[config.mk]
export PLATFORM = sky130hd
export DESIGN_NAME = carryskip_subtractor_pipe
export DESIGN_NICKNAME = d
export VERILOG_FILES = /design/src/rtl/carryskip_subtractor_pipe.sv
export SDC_FILE = /design/constraint.sdc
export NUM_CORES = 1
export LEC_CHECK = 0
export CAP_MARGIN = 30
export CORE_ASPECT_RATIO = 2
export CORE_UTILIZATION = 43
export DETAILED_ROUTE_END_ITERATION = 7
export GPL_ROUTABILITY_DRIVEN = 0
export PLACE_DENSITY = 0.77
export SLEW_MARGIN = 20
export SYNTH_ARGS = -nofsm -noshare
export SYNTH_HDL_FRONTEND = slang
export SYNTH_SLANG_ARGS = --single-unit
[constraint.sdc]
create_clock -name clk -period 2.3 [get_ports clk]
set_clock_uncertainty 0.1 [all_clocks]
set_input_delay 0.23 -clock clk [delete_from_list [all_inputs] [get_ports clk]]
set_output_delay 0.23 -clock clk [all_outputs]
set_load 0.03 [all_outputs]
[src/rtl/carryskip_subtractor_pipe.sv]
// Pipelined carry-skip subtractor (a + ~b + 1), one BLOCK-bit slice per stage, valid/ready both sides.
// Optional SUBSAT_EN: unsigned saturation of out_diff to zero on borrow.
`timescale 1ns/1ps
module carryskip_subtractor_pipe #(
  parameter int unsigned WIDTH = 8,
  parameter int unsigned BLOCK = 4
) (
  input  logic             clk,
  input  logic             rst_n,
  input  logic             in_valid,
  output logic             in_ready,
  input  logic [WIDTH-1:0] in_a,
  input  logic [WIDTH-1:0] in_b,
  output logic             out_valid,
  input  logic             out_ready,
  output logic [WIDTH-1:0] out_diff,
  output logic             out_borrow,
  output logic             out_ovf
);

  localparam int unsigned N = WIDTH / BLOCK;

  typedef struct packed {
    logic [BLOCK-1:0] sum;
    logic             cout;
  } slice_t;

  function automatic slice_t slice(input logic [BLOCK-1:0] a,
                                   input logic [BLOCK-1:0] b,
                                   input logic             cin);
    logic [BLOCK-1:0] bi;
    logic [BLOCK-1:0] p;
    logic [BLOCK-1:0] g;
    logic [BLOCK:0]   c;
    slice_t           r;
    r    = '0;
    bi   = ~b;
    p    = a ^ bi;
    g    = a & bi;
    c    = '0;
    c[0] = cin;
    for (int unsigned j = 0; j < BLOCK; j++) begin
      r.sum[j] = p[j] ^ c[j];
      c[j+1]   = g[j] | (p[j] & c[j]);
    end
    r.cout = c[BLOCK] | (&p & cin);
    return r;
  endfunction

  logic [N-1:0] v;
  logic [N:0]   rdy;

  assign rdy[N]    = out_ready;
  assign in_ready  = rdy[0];
  assign out_valid = v[N-1];

  for (genvar gi = 0; gi < N; gi++) begin : g_st
    localparam int unsigned DW   = (gi + 1) * BLOCK;
    localparam int unsigned RW   = WIDTH - DW;
    localparam bit          LAST = (gi == N - 1);

    // src_a/src_b are the operand bits not yet consumed when entering this stage
    logic [RW+BLOCK-1:0] src_a;
    logic [RW+BLOCK-1:0] src_b;
    logic                src_cin;
    logic                src_v;
    logic [DW-1:0]       src_d;
    logic [DW-1:0]       d_nxt;
    logic [DW-1:0]       d_q;
    logic                c_q;
    logic                v_q;
    logic                load;
    slice_t              s;

    if (gi == 0) begin : g_src
      assign src_a   = in_a;
      assign src_b   = in_b;
      assign src_cin = 1'b1;
      assign src_v   = in_valid;
      assign src_d   = s.sum;
    end else begin : g_src
      assign src_a   = g_st[gi-1].g_rem.a_q;
      assign src_b   = g_st[gi-1].g_rem.b_q;
      assign src_cin = g_st[gi-1].c_q;
      assign src_v   = v[gi-1];
      assign src_d   = {s.sum, g_st[gi-1].d_q};
    end

    assign s       = slice(src_a[BLOCK-1:0], src_b[BLOCK-1:0], src_cin);
    assign rdy[gi] = ~v_q | rdy[gi+1];
    assign load    = src_v & rdy[gi];
    assign v[gi]   = v_q;

`ifdef SUBSAT_EN
    assign d_nxt = (LAST && !s.cout) ? '0 : src_d;
`else
    assign d_nxt = src_d;
`endif

    // Inner stages carry the block carry-out; the final stage stores the borrow (~cout) instead
    always_ff @(posedge clk or negedge rst_n) begin
      if (!rst_n) begin
        v_q <= 1'b0;
        d_q <= '0;
        c_q <= 1'b0;
      end else begin
        if (rdy[gi]) v_q <= src_v;
        if (load) begin
          d_q <= d_nxt;
          c_q <= LAST ? ~s.cout : s.cout;
        end
      end
    end

    if (RW > 0) begin : g_rem
      logic [RW-1:0] a_q;
      logic [RW-1:0] b_q;
      always_ff @(posedge clk or negedge rst_n) begin
        if (!rst_n) begin
          a_q <= '0;
          b_q <= '0;
        end else if (load) begin
          a_q <= src_a[RW+BLOCK-1:BLOCK];
          b_q <= src_b[RW+BLOCK-1:BLOCK];
        end
      end
    end

    if (LAST) begin : g_fin
      logic c_msb;
      logic ovf_q;
      // carry into the MSB recovered from sum = p ^ c at the top bit
      assign c_msb = s.sum[BLOCK-1] ^ src_a[BLOCK-1] ^ ~src_b[BLOCK-1];
      always_ff @(posedge clk or negedge rst_n) begin
        if (!rst_n) ovf_q <= 1'b0;
        else if (load) ovf_q <= c_msb ^ s.cout;
      end
    end
  end

  assign out_diff   = g_st[N-1].d_q;
  assign out_borrow = g_st[N-1].c_q;
  assign out_ovf    = g_st[N-1].g_fin.ovf_q;

endmodule

# After elaboration in Yosys (flattened, before gate mapping)
# Index checks and enable logic that the tools add are counted.
# W data, S select, Z words.
[word_totals]
regBits = 25
in_bits = 20
out_inout_bits = 12
elab_cells = 54
[classes]
n_bitwise = 43
reduce_logical = 2
[ops]
columns = ["operator", "count"]
rows = [
  ["$or A1 B1 Y1", 12],
  ["$and A1 B1 Y1", 10],
  ["$xor A1 B1 Y1", 10],
  ["$and A4 B4 Y4", 2],
  ["$not A4 Y4", 2],
  ["$reduce_and A4 Y1", 2],
  ["$xor A4 B4 Y4", 2],
  ["$not A1 Y1", 5],
]

# Depth between registers and ports, before layout
# Gate-level depths: netlist of run 1.
[depth]
depth_word = 12
depth_mapped = 10
depth_no_buf = 10

# Worst setup path after synthesis of run 1
# Ideal clock, no wire load.
[synth_path]
path_kind = "register to register"
startpoint = "register g_st[0].g_rem.b_q[0]"
endpoint = "register g_st[1].g_fin.ovf_q (netlist: out_ovf)"
setup_ps = 123
arrival_ps = 2354
path_slack_ps = -277
stages_incl_launch_ff = 11
path_buffers = 0
synth_period_minus_slack_ps = 2577
cell_sequence = "dfrtp_1 > inv_1 > fa_1 > inv_1 > fa_1 > fa_1 > fa_1 > xnor2_1 > xnor2_1 > xnor2_1 > o21ai_1"
[synth_via]
elab_chain_cells = 12
elab_cells_between_ends = 18
classes_between = "17 x bitwise; 1 x reduce/logical"
[synth_lines]
columns = ["item", "line", "rtl"]
rows = [
  ["start, declared", "117", "logic [RW-1:0] b_q;"],
  ["start signal, assigned", "124", "b_q <= src_b[RW+BLOCK-1:BLOCK];"],
  ["$not A4 Y4 (*)", "37", "bi = ~b;"],
  ["$xor A4 B4 Y4", "38", "p = a ^ bi;"],
  ["$and A1 B1 Y1", "44", "c[j+1] = g[j] | (p[j] & c[j]);"],
  ["$or A1 B1 Y1", "44", ""],
  ["$and A1 B1 Y1", "44", ""],
  ["$or A1 B1 Y1", "44", ""],
  ["$and A1 B1 Y1", "44", ""],
  ["$or A1 B1 Y1", "44", ""],
  ["$xor A1 B1 Y1 or $and A1 B1 Y1 (tied branches)", "43, 44", ""],
  ["$xor A1 B1 Y1 or $or A1 B1 Y1 (tied branches)", "133, 44", ""],
  ["$xor A1 B1 Y1 or $or A1 B1 Y1 (tied branches)", "133, 46", ""],
  ["$xor A1 B1 Y1 (*)", "136", "else if (load) ovf_q <= c_msb ^ s.cout;"],
  ["end signal, assigned", "136", ""],
  ["end, declared", "131", "logic ovf_q;"],
]
# Every way passes the cells marked *; elsewhere a longest branch is shown, timed or not.
# A chain may end at the register's enable or synchronous reset.

# Worst setup path in the final report of run 1
# Ends and elaborated chain as after synthesis.

==> flow_summary.toml, run 1 <==
[timing]
setup_violations = 1
period_share_pct = 115
finalWorstSetupSlack_ps = -334
tightest_slew_ps = 314
fmax_mhz = 380
rsz0062_at_grt = "true"
drv_slew = 0
slew_headroom_pct = 79.0
hold_viol = 0
period_minus_slack_ps = 2630

[floorplan]
core_area_um2 = 2800
io_pins = 32
die_area_um2 = 3240
initial_core_util_pct = 46.1
die_h_um = 79.5
die_w_um = 40.8
num_rows = 27

[critical_path]
critPathMaxFanout = 2
worst-setup-path-type = "flip-flop to flip-flop"
reg2reg_slack_ps = -330
arrival_ps = 2690
endpoint_kind = "flip-flop"
crit_path_start_kind = "flip-flop"
rr_worst_depth = 10
crit_required_ps = 2360

[layout]
antennaDiodeCount = 0
final_area_um2 = 1740
layout_commonest_cell = "clkdlybuf4s50_1"
final_nets = 179
stdcell_count = 172
area_growth_pct = 35.1
final_cell_mix = "clkdlybuf4s50_1 (29), dfrtp_1 (25), inv_1 (13)"
drive_gt1_share_pct = 25.2

[clocking]
numCtsBuffers = 3
cts_buffer_depth = 2
cts_hold_buf = 0
clk_pin_slew_worst_paths_ps = 80
cts_tree = "built"
cts_max_level = 1
cts-root-buf = "clkbuf_8"
clock_latency_ps = 270
cts.sinks = 25

[placement]
io_buffer_count = 31
dp_slack_ps = -446
dpl_cell_area_um2 = 1670
post-place-cells = 167
place_hpwl_mm = 1.78

[synth]
synth_area_leader_cell = "dfrtp_1"
synth_nets = 137
synth_seq_area_share_pct = 48.4
synth_top_area_share_pct = 48.4
syn_area_um2 = 1290
synth_area_leaders = "dfrtp_1 (48%), fa_1 (11%), mux2_2 (10%), ha_1 (7.8%), inv_1 (4.4%)"
netlist_instances = 102
ys.warnings.count = 0
ys_ff_latch = 25
synth.avg_cell_area_um2 = 12.7
ys_types = 18

[global_route]
grt_pass1_wl_mm = 3.75
grt-ovfl-total = 0
gr-usage-all-layers_pct = 17.1
grt_max_degree = 26
first_global_vias = 936
antenna_found_initial = 0

[route]
detail_route.vias_per_cell = 4.91
ant_nets = 0
drc = 0
totalWireLength_mm = 2.28
route.vias.total = 844
post_drt_wl_per_cell_um = 13.3
drt_iter0_drc = 12
first_pass_iters = 4

[outcome]
violations = "setup timing"
outcome = "complete, but fails checks"

[flow_run]
max-cap-violations = 0

[pwr]
p_leak_nw = 0.817
p_per_area_nw_per_um2 = 885
max-vdd-ir-drop_mv = 0.527
power_mw = 1.54

[min_path]
hold_path_class = "input port to asynchronous set/reset pin"
[metal layers]
metal	wire length [µm]	part of all wire, %	GRT usage [%]	vias up
li1	-	-	-	404
met1	808	35	15.8	416
met2	1350	59	31.4	19
met3	69	3.0	3.34	5
met4	58	2.5	8.00	0
met5	0	0	0	-
[path summary, 6_finish.rpt]
path | startpoint | endpoint
setup / recovery | g_st[0].g_rem.b_q[0] | out_ovf
hold / removal | rst_n | out_valid
setup reg to reg | g_st[0].g_rem.b_q[0] | out_ovf
hold reg to reg | g_st[0].d_q[1] | g_st[0].d_q[1]
max in group asynchronous | rst_n | g_st[0].c_q
min in group clk | in_b[0] | g_st[0].d_q[0]
[critical path, cell delays in order, from the launching register on]
cell,delay (ps)
dfrtp_1,400
inv_2,80
fa_1,160
inv_1,50
fa_2,340
fa_2,360
fa_1,560
xnor2_2,130
xnor2_1,150
xnor2_1,130
o21ai_1,70
[layout make-up]
class	instances	area [µm²]
Multi-Input combinational cell	60	613
Inverter	15	56.3
Tap cell	29	36.3
Timing Repair Buffer	39	368
Sequential cell	25	626
Clock buffer	4	45.0
Fill cell	238	1060
[synth_stat cells]
cell type and n:
nand3b_4 1, mux2_2 12, nand3_1 1, ha_1 8, buf_2 1, mux2_4 2, nand2_1 10, nand2_4 1
nand2_2 1, inv_1 15, xnor2_1 3, o21ai_0 8, nand2b_1 3, a41oi_1 1, buf_8 1, dfrtp_1 25
o21ai_1 2, fa_1 7
[metrics by stage]
step                setup TNS, ps  util [%]  hold slack, ps
detailed placement           -993      59.6             366
CTS                          -325      61.7             219
floorplan                    -267         -            -166
global route                 -506      62.2             241
finish                       -334      62.2             202
global placement             -678      59.6             359
[repair_timing]
| item | in CTS | in global routing |
|---|---|---|
| pin swaps | 5 | 1 |
| buffers inserted | 0 | 1 |
| resized for setup | 10 | 2 |
| setup endpoints to repair | 4 | 3 |
[power by group]
group          switching (mW)  total, mW  internal, mW
logic                   0.329      0.659         0.330
registers              0.0707      0.621         0.550
clock network           0.140      0.264         0.124
[state kept, by name, indices dropped and copies added (netlist names)]
name            count
g_st.c_q            1
out_valid           1
out_ovf             1
g_st.d_q            4
g_st.g_rem.b_q      4
out_borrow          1
g_st.g_rem.a_q      4
g_st.v_q            1
out_diff            8
[logic make-up after synthesis]
| kind of cell | synth area share (%) |
|---|---|
| fa+ha+maj | 18.6 |
| mux | 12.8 |
| buf+inv | 5.91 |
| simple gates | 7.66 |
| compound gates | 4.55 |
| flops | 48.4 |
| xor+xnor | 2.04 |
Note: power is estimated with default switching activity, not from simulation.
==> inputs of run 2 (changes only) <==
--- a/constraint.sdc
+++ b/constraint.sdc
@@ -4,2 +4,2 @@
 set_output_delay 0.23 -clock clk [all_outputs]
-set_load 0.03 [all_outputs]
+set_load 0.02 [all_outputs]
==> results of run 2 <==
The final DEF is identical to that of run 1. Status: complete, but fails checks: setup timing.
Main changes from that run: total power 1.54 mW -> 1.49 mW; worst IR drop on VDD 0.527 mV -> 0.524 mV
==> inputs of run 3 (changes only) <==
CORE_ASPECT_RATIO = unset   (was 2)
==> flow_summary.toml, run 3 (synthesized netlist as in run 1, its figures left out) <==
[outcome]
outcome = "complete, but fails checks"
violations = "DRC, setup timing"

[critical_path]
rr_worst_depth = 10
crit_required_ps = 2410
crit_path_start_kind = "flip-flop"
reg2reg_to = "out_ovf"
rr_startpoint = "g_st[0].g_rem.b_q[0]"
reg2reg_slack_ps = -340
critPathMaxFanout = 2
worst-setup-path-type = "flip-flop to flip-flop"
endpoint_kind = "flip-flop"
arrival_ps = 2750

[clocking]
cts_max_level = 1
cts_hold_buf = 0
clock_latency_ps = 320
cts_setup_buffers = 0
numCtsBuffers = 3
cts_buffer_depth = 2
cts-root-buf = "clkbuf_4"
clk_pin_slew_worst_paths_ps = 130
cts_tree = "built"
cts.sinks = 25

[global_route]
grt-ovfl-total = 0
first_global_vias = 912
grt_pass1_wl_mm = 3.87
gr-usage-all-layers_pct = 16.1
grt_max_degree = 26
antenna_found_initial = 0

[timing]
fin_tns_setup_ps = -341
fmax_mhz = 379
drv_slew = 0
slew_headroom_pct = 79.6
hold_viol = 0
rsz0062_at_grt = "true"
setup_violations = 1
period_share_pct = 115
period_minus_slack_ps = 2640
finalWorstSetupSlack_ps = -341
tightest_slew_ps = 306

[floorplan]
io_pins = 32
die_w_um = 56.8
core_area_um2 = 2810
initial_core_util_pct = 46.0
die_h_um = 56.8
num_rows = 19
die_area_um2 = 3230

[pwr]
p_per_area_nw_per_um2 = 822
p_leak_nw = 0.794
max-vdd-ir-drop_mv = 0.298

[placement]
place_hpwl_mm = 1.81
io_buffer_count = 31
dp_slack_ps = -420
dpl_cell_area_um2 = 1670

[layout]
post-route-util_pct = 61.2
layout_commonest_cell = "clkdlybuf4s50_1"
drive_gt1_share_pct = 24.6
n_fill_cell = 237
area_growth_pct = 32.8
antennaDiodeCount = 0
largest_reg_flops = 8
multi_input_area_um2 = 606
seqCellArea_um2 = 626
final_nets = 178
final_area_um2 = 1720
final_cell_mix = "clkdlybuf4s50_1 (31), dfrtp_1 (25), inv_1 (13)"

[route]
first_pass_iters = 6
totalWireLength_mm = 2.25
ant_nets = 0
detail_route.vias_per_cell = 4.79
drc = 4
route.vias.total = 828
post_drt_wl_per_cell_um = 13.0
drt_iter0_drc = 8

[min_path]
hold_path_class = "input port to asynchronous set/reset pin"

[flow_run]
max-cap-violations = 0
-- run 3: cell types whose count changed in the layout (fill, tap and decap cells not counted), sizes merged --
cell,previous run,this run
clkdlybuf4s50,29,31
dlygate4sd2,2,0
buf,8,7
-- run 3: layout make-up --
class	instances	area share [%]
Sequential cell	25	36.5
Multi-Input combinational cell	60	35.3
Timing Repair Buffer	38	21.2
Inverter	15	3.28
Tap cell	31	2.26
Clock buffer	4	1.53
-- run 3: worst max-delay path by stage --
stage	startpoint	end	cells past startpoint
3_5_place_dp	g_st[0].g_rem.b_q[0]	out_ovf	10
2_1_floorplan	g_st[0].g_rem.b_q[0]	out_ovf	10
4_1_cts	g_st[0].g_rem.b_q[0]	out_ovf	10
3_3_place_gp	in_a[0]	g_st[0].d_q[3]	8
6_report	g_st[0].g_rem.b_q[0]	out_ovf	10
5_1_grt	g_st[0].g_rem.b_q[0]	out_ovf	10
-- run 3: per-layer routing --
metal / GRT usage, % / vias up / share of wire (%)
met4: 9.41 / 0 / 2.9
met2: 28.2 / 24 / 52
met1: 18.7 / 393 / 42
met3: 2.30 / 6 / 3.3
li1: - / 405 / -
met5: 0 / - / 0
-- run 3: timing repair --
| item | in CTS | in global routing |
|---|---|---|
| setup endpoints to repair | 3 | 4 |
| gates resized for setup | 2 | 7 |
| endpoints found under the hold margin | 0 | 0 |
| pin swaps | 0 | 2 |
-- run 3: metrics by stage --
| stage | power, mW | hold WS [ps] | instances |
|---|---|---|---|
| 6_report | 1.41 | 160 | 173 |
| 3_3_place_gp | 1.19 | 364 | 169 |
| 4_1_cts | 1.42 | 165 | 173 |
| 5_1_grt | 1.51 | 179 | 173 |
| 3_5_place_dp | 1.22 | 371 | 169 |
| 2_1_floorplan | 0.943 | -166 | 102 |
-- run 3: where the power goes --
group / leakage [nW] / switching (mW) / internal [mW]
Sequential: 0.297 / 0.0715 / 0.549
Combinational: 0.482 / 0.272 / 0.322
Clock: 0.0150 / 0.127 / 0.0679
Total: 0.794 / 0.471 / 0.939
-- run 3: worst max-delay path, stage by stage (launching register included) --
cell,delay (ps)
dfrtp_1,410
inv_2,60
fa_2,180
inv_1,60
fa_2,350
fa_2,350
fa_1,520
xnor2_1,140
xnor2_1,150
xnor2_1,130
o21ai_1,70
